## src/rtl/hazard_fwd_ctl.sv

```systemverilog
// hazard_fwd_ctl
//   Decode-stage hazard and forwarding controller. A two-entry shadow
//   pipeline (EX, MEM) records the in-flight register writers. The operands
//   of the instruction in decode are checked against that pipeline to choose
//   bypass selects or to insert a bubble. Operands are resolved in decode
//   because branches, jr and jalr resolve there. Producers that are already
//   at WB distance are served by regfile write-through.
//
// Ports
//   clk, rst        clock; asynchronous active-low reset
//   id_valid        decode slot holds a real instruction
//   id_rs/id_rt     decode source registers
//   id_uses_rs/rt   instruction reads Rs / Rt
//   id_dest         resolved destination register
//   id_regwrite     instruction writes id_dest
//   id_is_load      result available only at WB
//   id_is_link      jal/jalr, result is the link value
//   IDEX_Clear      insert a bubble into ID/EX
//   pc_stall_en     hold PC and IF/ID
//   ForwardC        Rs <- link value of the MEM-stage jal/jalr
//   ForwardE        10: Rs, 01: Rt <- MEM-stage ALU result
//   ForwardF        10: Rs, 01: Rt <- EX-stage ALU result
//   stall_count     saturating count of stall cycles
module hazard_fwd_ctl #(
  parameter int PERF_W = 16
) (
  input  logic              clk,
  input  logic              rst,
  input  logic              id_valid,
  input  logic [4:0]        id_rs,
  input  logic [4:0]        id_rt,
  input  logic              id_uses_rs,
  input  logic              id_uses_rt,
  input  logic [4:0]        id_dest,
  input  logic              id_regwrite,
  input  logic              id_is_load,
  input  logic              id_is_link,
  output logic              IDEX_Clear,
  output logic              pc_stall_en,
  output logic              ForwardC,
  output logic [1:0]        ForwardE,
  output logic [1:0]        ForwardF,
  output logic [PERF_W-1:0] stall_count
);

  // Shadow pipeline. Only the valid bits are reset. The other fields are
  // ignored while their valid bit is low.
  logic              ex_v_q, ex_v_d, mem_v_q, mem_v_d;
  logic [4:0]        ex_dest_q, ex_dest_d, mem_dest_q, mem_dest_d;
  logic              ex_rw_q, ex_rw_d, mem_rw_q, mem_rw_d;
  logic              ex_ld_q, ex_ld_d, mem_ld_q, mem_ld_d;
  logic              ex_lk_q, ex_lk_d, mem_lk_q, mem_lk_d;
  logic [PERF_W-1:0] cnt_q, cnt_d;

  logic nrs, nrt;
  logic ex_rs, mem_rs, ex_rt, mem_rt;
  logic stall_rs, stall_rt, same_reg, stall;
  logic fwd_c, fwd_e_rs, fwd_e_rt, fwd_f_rs, fwd_f_rt;

  function automatic logic hit(input logic v, input logic rw,
                               input logic [4:0] dest, input logic [4:0] r);
    return v & rw & (dest == r) & (r != 5'd0);
  endfunction

  function automatic logic [PERF_W-1:0] sat_inc(input logic [PERF_W-1:0] c);
    return (&c) ? c : c + 1'b1;
  endfunction

  always_comb begin
    nrs      = id_valid & id_uses_rs;
    nrt      = id_valid & id_uses_rt;
    ex_rs    = hit(ex_v_q,  ex_rw_q,  ex_dest_q,  id_rs);
    mem_rs   = hit(mem_v_q, mem_rw_q, mem_dest_q, id_rs);
    ex_rt    = hit(ex_v_q,  ex_rw_q,  ex_dest_q,  id_rt);
    mem_rt   = hit(mem_v_q, mem_rw_q, mem_dest_q, id_rt);
    stall_rs = 1'b0;
    stall_rt = 1'b0;
    fwd_c    = 1'b0;
    fwd_e_rs = 1'b0;
    fwd_e_rt = 1'b0;
    fwd_f_rs = 1'b0;
    fwd_f_rt = 1'b0;

    // The youngest producer wins, so the EX hit is checked before the MEM hit.
    if (nrs) begin
      if (ex_rs) begin
        if (ex_ld_q | ex_lk_q) stall_rs = 1'b1;
        else                   fwd_f_rs = 1'b1;
      end else if (mem_rs) begin
        if (mem_ld_q)      stall_rs = 1'b1;
        else if (mem_lk_q) fwd_c    = 1'b1;
        else               fwd_e_rs = 1'b1;
      end
    end

    // There is no link bypass path on Rt, so a MEM-stage link producer stalls.
    if (nrt) begin
      if (ex_rt) begin
        if (ex_ld_q | ex_lk_q) stall_rt = 1'b1;
        else                   fwd_f_rt = 1'b1;
      end else if (mem_rt) begin
        if (mem_ld_q | mem_lk_q) stall_rt = 1'b1;
        else                     fwd_e_rt = 1'b1;
      end
    end

    // A 2-bit select can steer only one operand. When Rs and Rt name the same
    // producer, the instruction waits until the value reaches the regfile.
    same_reg = nrs & nrt & (id_rs == id_rt) & (ex_rs | mem_rs);
    stall    = stall_rs | stall_rt | same_reg;

    IDEX_Clear  = stall;
    pc_stall_en = stall;
    ForwardC    = fwd_c & ~stall;
    ForwardE    = stall ? 2'b00 : {fwd_e_rs, fwd_e_rt};
    ForwardF    = stall ? 2'b00 : {fwd_f_rs, fwd_f_rt};
    stall_count = cnt_q;

    // A stalled decode sends a bubble into EX.
    mem_v_d    = ex_v_q;
    mem_dest_d = ex_dest_q;
    mem_rw_d   = ex_rw_q;
    mem_ld_d   = ex_ld_q;
    mem_lk_d   = ex_lk_q;
    ex_v_d     = id_valid & ~stall;
    ex_dest_d  = id_dest;
    ex_rw_d    = id_regwrite;
    ex_ld_d    = id_is_load;
    ex_lk_d    = id_is_link;
    cnt_d      = stall ? sat_inc(cnt_q) : cnt_q;
  end

  // ---- shadow pipeline control / counter ----
  always_ff @(posedge clk or negedge rst) begin
    if (!rst) begin
      ex_v_q  <= 1'b0;
      mem_v_q <= 1'b0;
      cnt_q   <= '0;
    end else begin
      ex_v_q  <= ex_v_d;
      mem_v_q <= mem_v_d;
      cnt_q   <= cnt_d;
    end
  end

  // ---- shadow pipeline data fields ----
  always_ff @(posedge clk) begin
    ex_dest_q  <= ex_dest_d;
    ex_rw_q    <= ex_rw_d;
    ex_ld_q    <= ex_ld_d;
    ex_lk_q    <= ex_lk_d;
    mem_dest_q <= mem_dest_d;
    mem_rw_q   <= mem_rw_d;
    mem_ld_q   <= mem_ld_d;
    mem_lk_q   <= mem_lk_d;
  end

endmodule

```

## config.mk

```make
export PLATFORM = sky130hd
export DESIGN_NAME = hazard_fwd_ctl
export DESIGN_NICKNAME = d
export VERILOG_FILES = /design/src/rtl/hazard_fwd_ctl.sv
export SDC_FILE = /design/constraint.sdc
export NUM_CORES = 1
export LEC_CHECK = 0
export CAP_MARGIN = 20
export CORE_ASPECT_RATIO = 1.5
export CORE_MARGIN = 8
export CORE_UTILIZATION = 40
export DETAILED_ROUTE_END_ITERATION = 16
export GPL_TIMING_DRIVEN = 0
export PLACE_DENSITY = 0.72
export SETUP_SLACK_MARGIN = 0.4
export SYNTH_ARGS = -nofsm -noshare
export SYNTH_HDL_FRONTEND = slang
export SYNTH_SLANG_ARGS = --single-unit
```

## constraint.sdc

```tcl
create_clock -name clk -period 2.75 [get_ports clk]
set_input_delay 0.55 -clock clk [delete_from_list [all_inputs] [get_ports clk]]
set_output_delay 0.55 -clock clk [all_outputs]
set_load 0.01 [all_outputs]
```

Word level (Yosys, flattened, before mapping)
Cells that the tools add are included.
{"block": "totals", "register_bits": 34, "romBits": 0, "inputBits": 23, "wordCells": 75, "mem_bits_rw": 0, "latch_bits": 0, "memories": 0, "output_inout_bits": 23}
{"block": "classes", "n_shift": 0, "mul": 0, "div": 0, "n_lt_le_gt_ge": 0, "n_bitwise": 24, "eq_ne": 5, "n_reduce_logical": 4, "addsub": 1, "mux": 30}
{"operator": "two-way mux 1 bit", "n": 28}
{"operator": "equality test 5 bit", "n": 5}
{"operator": "AND 1 bit", "n": 17}
{"operator": "adder 16 x 1 -> 16 bit, second input constant", "n": 1}
{"operator": "AND reduction 16 bit", "n": 1}
{"operator": "nonzero test 5 bit", "n": 2}
{"operator": "OR 1 bit", "n": 5}
{"operator": "two-way mux 2 bit", "n": 2}
{"operator": "inverter 1 bit", "n": 2}
{"operator": "AND reduction 2 bit", "n": 1}

Logic depth before layout (Yosys ltp)
{"block": "logic_depth", "depth_word": 10, "mapped_depth": 10, "depth_no_buf": 8}

Least setup slack after synthesis
OpenSTA, ideal clock, no wires.
{"block": "synth_timing", "path_type": "input -> output", "from": "input port id_rs[1]", "to": "output port ForwardC", "arrival_time_ps": 2181, "n_path_buf": 1, "path_slack_ps": 19, "required_time_ps": 2200, "stages": 8, "path_cell_list": "or4_4 o211ai_1 nor2_1 nor2_1 nor3_2 or2_1 buf_4 and4bb_2"}
{"block": "synth_between", "elab_chain_len": 10, "word_cells_on_any_way": 21, "cone_classes": "eq/ne: 3; mux: 6; bitwise: 11; reduce/logical: 1"}
{"item": "start: declaration", "line": "30", "source": "input logic [4:0] id_rs,"}
{"item": "equality test 5 bit", "line": "62", "source": "return v & rw & (dest == r) & (r != 5'd0);"}
{"item": "AND 1 bit (2 in a row)", "line": "62"}
{"item": "two-way mux 1 bit", "line": "89", "source": "end else if (mem_rs) begin"}
{"item": "two-way mux 1 bit", "line": "86", "source": "if (ex_rs) begin"}
{"item": "two-way mux 1 bit", "line": "85", "source": "if (nrs) begin"}
{"item": "OR 1 bit", "line": "110", "source": "stall = stall_rs | stall_rt | same_reg;"}
{"item": "OR 1 bit (*)", "line": "110"}
{"item": "net IDEX_Clear", "line": "38", "source": "output logic IDEX_Clear,"}
{"item": "inverter 1 bit (*)", "line": "114", "source": "ForwardC = fwd_c & ~stall;"}
{"item": "AND 1 bit (*)", "line": "114"}
{"item": "end: declaration", "line": "40", "source": "output logic ForwardC,"}
The timed path passes the listed nets; every way through them passes the cells marked *.

Final worst setup path
{"block": "layout_timing", "from": "input port id_rs[2]", "to": "output port ForwardE[1]"}
{"block": "layout_between", "elab_chain_len": 9, "word_cells_on_any_way": 20, "cone_classes": "eq/ne: 3; mux: 7; bitwise: 9; reduce/logical: 1"}
{"item": "equality test 5 bit", "line": "62"}
{"item": "AND 1 bit (2 in a row)", "line": "62"}
{"item": "two-way mux 1 bit", "line": "89"}
{"item": "two-way mux 1 bit", "line": "86"}
{"item": "two-way mux 1 bit", "line": "85"}
{"item": "OR 1 bit (2 in a row)", "line": "110"}
{"item": "two-way mux 2 bit (*)", "line": "115", "source": "ForwardE = stall ? 2'b00 : {fwd_e_rs, fwd_e_rt};"}
{"item": "end: declaration", "line": "41", "source": "output logic [1:0] ForwardE,"}
Mark *: on every way between the ends. The rest lies on a longest branch, timed or not.

==> flow_metrics.env <==
export IMPL_drt_pass1_iter_count=4
export IMPL_drt_iter0_markers=47
export IMPL_ys_ff_latch=34
export IMPL_tightest_slew_ns=0.8383
export IMPL_cp_max_fo=6
export IMPL_grt_pass1_wl_um=7258
export IMPL_place_inst=238
export IMPL_rows=28
export IMPL_ir_worst_vdd_v=0.0004001
export IMPL_drive_above_1_share_pct=38.57
export IMPL_syn2layout_area_growth_pct=61.82
export IMPL_avgSynthCellArea_um2=10.91
export IMPL_dr_total_vias=1413
export IMPL_holdPathEnd="mem_ld_q$_DFF_P_"
export IMPL_totalWireLength_um=4659
export IMPL_cts_root_buf="clkbuf_8"
export IMPL_routedWlPerCell_um=17.38
export IMPL_synthCells=149
export IMPL_antenna_left=0
export IMPL_end_kind="primary output"
export IMPL_grt_max_degree=19
export IMPL_pwr_share_comb_pct=14.3
export IMPL_netlist_area_mm2=0.001625
export IMPL_power_frac_seq_pct=47.2
export IMPL_die_h_um=94.07
export IMPL_finalSetupViolCount=5
export IMPL_cp_arrival_ns=2.47
export IMPL_cts_sinks=34
export IMPL_dpl_worst_slack_ns=-1.140
export IMPL_cts_buffers=5
export IMPL_synth_nets=173
export IMPL_ios=46
export IMPL_synth_cell_type_count=39
export IMPL_cts_buffer_depth=2
export IMPL_outcome="complete, but fails checks"
export IMPL_fin_crit_sh_pct=109.7
export IMPL_hold_class="flip-flop to flip-flop"
export IMPL_fin_ws_ns=-0.2662
export IMPL_r2r_cells=12
export IMPL_clkPwrFrac_pct=38.5
export IMPL_hold_viol_final=0
export IMPL_maxCapViolCount=0
export IMPL_cpPeakStageDelay_ns=0.54
export IMPL_rsz0062_at_grt="yes"
export IMPL_slew_viol_final=0
export IMPL_synth_top_family_by_area="simple AND/OR/NAND/NOR gates"
export IMPL_whs_ns=0.3515
export IMPL_r2r_slack_ns=0.39
export IMPL_synthMuxAreaShare_pct=2.002
export IMPL_finClkSkew_ns=0.01157
export IMPL_power_per_cell_area_mw_per_mm2=433.0
export IMPL_switching_share_pct=23.18
export IMPL_critical_path_top_delay_family="simple AND/OR/NAND/NOR gates"
export IMPL_via_per_inst=5.272
export IMPL_clkLatencyLatePin_ns=0.28
export IMPL_whs_path_depth=0
export IMPL_path_class="primary input to primary output"
export IMPL_reg2reg_from="ex_dest_q[3]$_DFF_P_"
export IMPL_drcViolationCount=0
export IMPL_synth_compound_gate_area_share_pct=4.080
export IMPL_synthXorXnorAreaFrac_pct=19.94
export IMPL_place_gp_congestion=0.8588
export IMPL_yosys_area_share_adder_pct=0.7698
export IMPL_grt_total_usage_pct=14.94
export IMPL_critPathRequiredTime_ns=2.20
export IMPL_antenna_found_initial=0
export IMPL_p_leak_nw=1.167
export IMPL_p_int_uw=874.8
export IMPL_violations="negative setup slack"
export IMPL_yosysSeqAreaShare_pct=47.42
export IMPL_critPathLaunchType="primary input"
export IMPL_post_dp_hpwl_um=3068
export IMPL_min_period_ns=3.016
export IMPL_grt_overflow=0
export IMPL_relSlewSlack_pct=43.94
export IMPL_synth_simple_gate_area_share_pct=22.32
export IMPL_htree_levels=2
export IMPL_cp_cell_sequence="buf_8, or4_4, nor2_4, nor4_4, buf_4, nor2_1, nor3_2, or2_1, buf_6, nor4b_4, buf_2"
export IMPL_dieArea_mm2=0.006401
export IMPL_final_cells=268
export IMPL_io_buffers=44
export IMPL_die_x_um=68.05
export IMPL_start_util_pct=41.42
export IMPL_grt_pass1_vias=1519
export IMPL_rr_endpoint="stall_count[7]$_DFFE_PN0P_"
export IMPL_n_antenna_cell=0
export IMPL_max_freq_ghz=0.3315
export IMPL_cts_tree="yes"
export IMPL_hold_start="ex_ld_q$_DFF_P_"
export IMPL_coreArea_mm2=0.003924
export IMPL_power_switching_uw=264.0
export IMPL_critPathSlowestCell="or4_4"
export IMPL_nFillCells=290
export IMPL_nets=246
export IMPL_yosys_warnings=0
export IMPL_path_clk_slew_ns=0.06
export IMPL_multiInputGateArea_um2=983.4
export IMPL_critPathBufInv=4
export IMPL_holdBufCountCts=0
export IMPL_seqCellArea_um2=780.7
[routing by layer]
metal  global-route usage, %  part of all wire (%)  vias up
li1                        -                     -      677
met1                   15.16                    38      681
met2                   25.61                    52       47
met3                   5.496                   7.1        8
met4                   7.547                   2.2        0
met5                       0                     0        -
[sequential cells by signal (all words and copies together), names as in the netlist]
signal / count
mem_dest_q: 5
ex_lk_q: 1
ex_v_q: 1
ex_ld_q: 1
mem_rw_q: 1
mem_ld_q: 1
mem_v_q: 1
ex_dest_q: 5
ex_rw_q: 1
mem_lk_q: 1
stall_count: 16
[worst reg2reg max path, delay by kind of cell, from the launching register on]
| kind | cells | cell delay [ns] |
|---|---|---|
| XOR/XNOR | 2 | 0.32 |
| AND/OR/NAND/NOR | 5 | 0.79 |
| buffers and inverters | 4 | 0.63 |
| flip-flops | 1 | 0.33 |
| AO/OA/AOI/OAI | 1 | 0.19 |
[area by class of cell]
class	instances	share of cell area [%]
buffer	6	2.141
clock buffer	5	2.617
clock inverter	3	1.522
inverter	3	0.4282
multi-input combinational	106	37.39
sequential	34	29.69
tap	45	2.141
timing repair buffer	66	24.07
[placed cells by master, fill, tap and decap left out, types with 2 or more instances in the layout]
cell             count
buf_4               15
clkinv_2             2
xnor2_2              7
nand2_1              7
nor3_2               2
o211ai_1             2
nand3_1              2
dfxtp_2              2
buf_8                3
inv_2                2
nand2_4              3
xnor2_1             21
dlymetal6s2s_1       2
nand4_1             15
clkdlybuf4s50_1     25
mux2_4               2
clkbuf_8             5
xor2_1               9
nor4b_4              2
nor2_1               6
dfrtp_1             18
clkbuf_1             2
nor4_4               2
dfxtp_1             12
dfxtp_4              2
buf_6               16
and3_1               6
buf_2                7
[worst max path at each step]
stage,to,start,depth (start not counted)
after floorplan,ForwardC,id_rs[1],8
after global placement,ForwardC,id_rs[1],10
after detailed placement,ForwardC,id_rs[1],10
after CTS,ForwardE[1],id_rs[3],10
after global routing,ForwardE[1],id_rs[2],10
final,ForwardE[1],id_rs[2],11
[cells in the mapped netlist]
cell      count  area share [%]
a221oi_1      1            0.54
and2_0        1            0.39
and3_1        6             2.3
and3_2        1            0.46
and4_1        1            0.54
and4bb_2      1            0.77
buf_4         2            0.92
buf_6         2             1.4
clkbuf_1      2            0.46
dfrtp_1      18              28
dfxtp_1      16              20
ha_1          1            0.77
inv_1         3            0.69
mux2_1        1            0.69
mux2_2        1            0.69
mux2i_1       1            0.62
nand2_1      10             2.3
nand3_1       2            0.62
nand4_1      15             5.8
nand4b_1      1            0.54
nor2_1        6             1.4
nor2_4        1            0.69
nor3_1        3            0.92
nor3_2        1            0.62
nor4_1        2            0.77
nor4_4        1             1.3
nor4b_1       1            0.54
nor4b_2       1            0.92
o211ai_1      2            0.92
o21ai_0       1            0.31
o21bai_1      1            0.46
o221a_2       1            0.69
o22a_2        1            0.62
o32ai_1       1            0.54
or2_1         1            0.39
or3_1         1            0.39
or4_4         1            0.69
xnor2_1      28              15
xor2_1        9             4.9
[power groups by stage]
| stage | clock network [mW] | logic (mW) | registers [mW] |
|---|---|---|---|
| 6_report | 0.439 | 0.162 | 0.537 |
| 5_1_grt | 0.478 | 0.174 | 0.540 |
| 4_1_cts | 0.451 | 0.151 | 0.538 |
| 3_5_place_dp | 0 | 0.130 | 0.546 |
| 3_3_place_gp | 0 | 0.125 | 0.545 |
| 2_1_floorplan | 0 | 0.0556 | 0.546 |
[cells by family (layout without fill, tap and decap cells)]
kind of cell	after synthesis	in the layout
buf+inv	9	83
mux	3	3
simple gates	57	57
compound gates	8	8
xor+xnor	37	37
fa+ha+maj	1	1
flops	34	34
[per-stage QoR]
step | total power [mW] | util (%) | TNS [ns] | instance area (µm²)
2_1_floorplan | 0.6020 | - | 0 | 1638
3_3_place_gp | 0.6705 | 54.40 | -9.332 | 2135
3_5_place_dp | 0.6759 | 54.40 | -10.31 | 2135
4_1_cts | 1.140 | 62.47 | -0.7061 | 2451
5_1_grt | 1.192 | 67.03 | -1.402 | 2630
6_report | 1.139 | 67.03 | -0.8722 | 2630
[timing repair]
| action | 4_1_cts | 5_1_grt |
|---|---|---|
| cloned | 0 | 1 |
| buffers inserted | 17 | 4 |
| resized for setup | 99 | 33 |
| pin swaps | 15 | 21 |
| endpoints found under the setup margin | 24 | 18 |
Note: power is estimated with default switching activity, not from simulation.
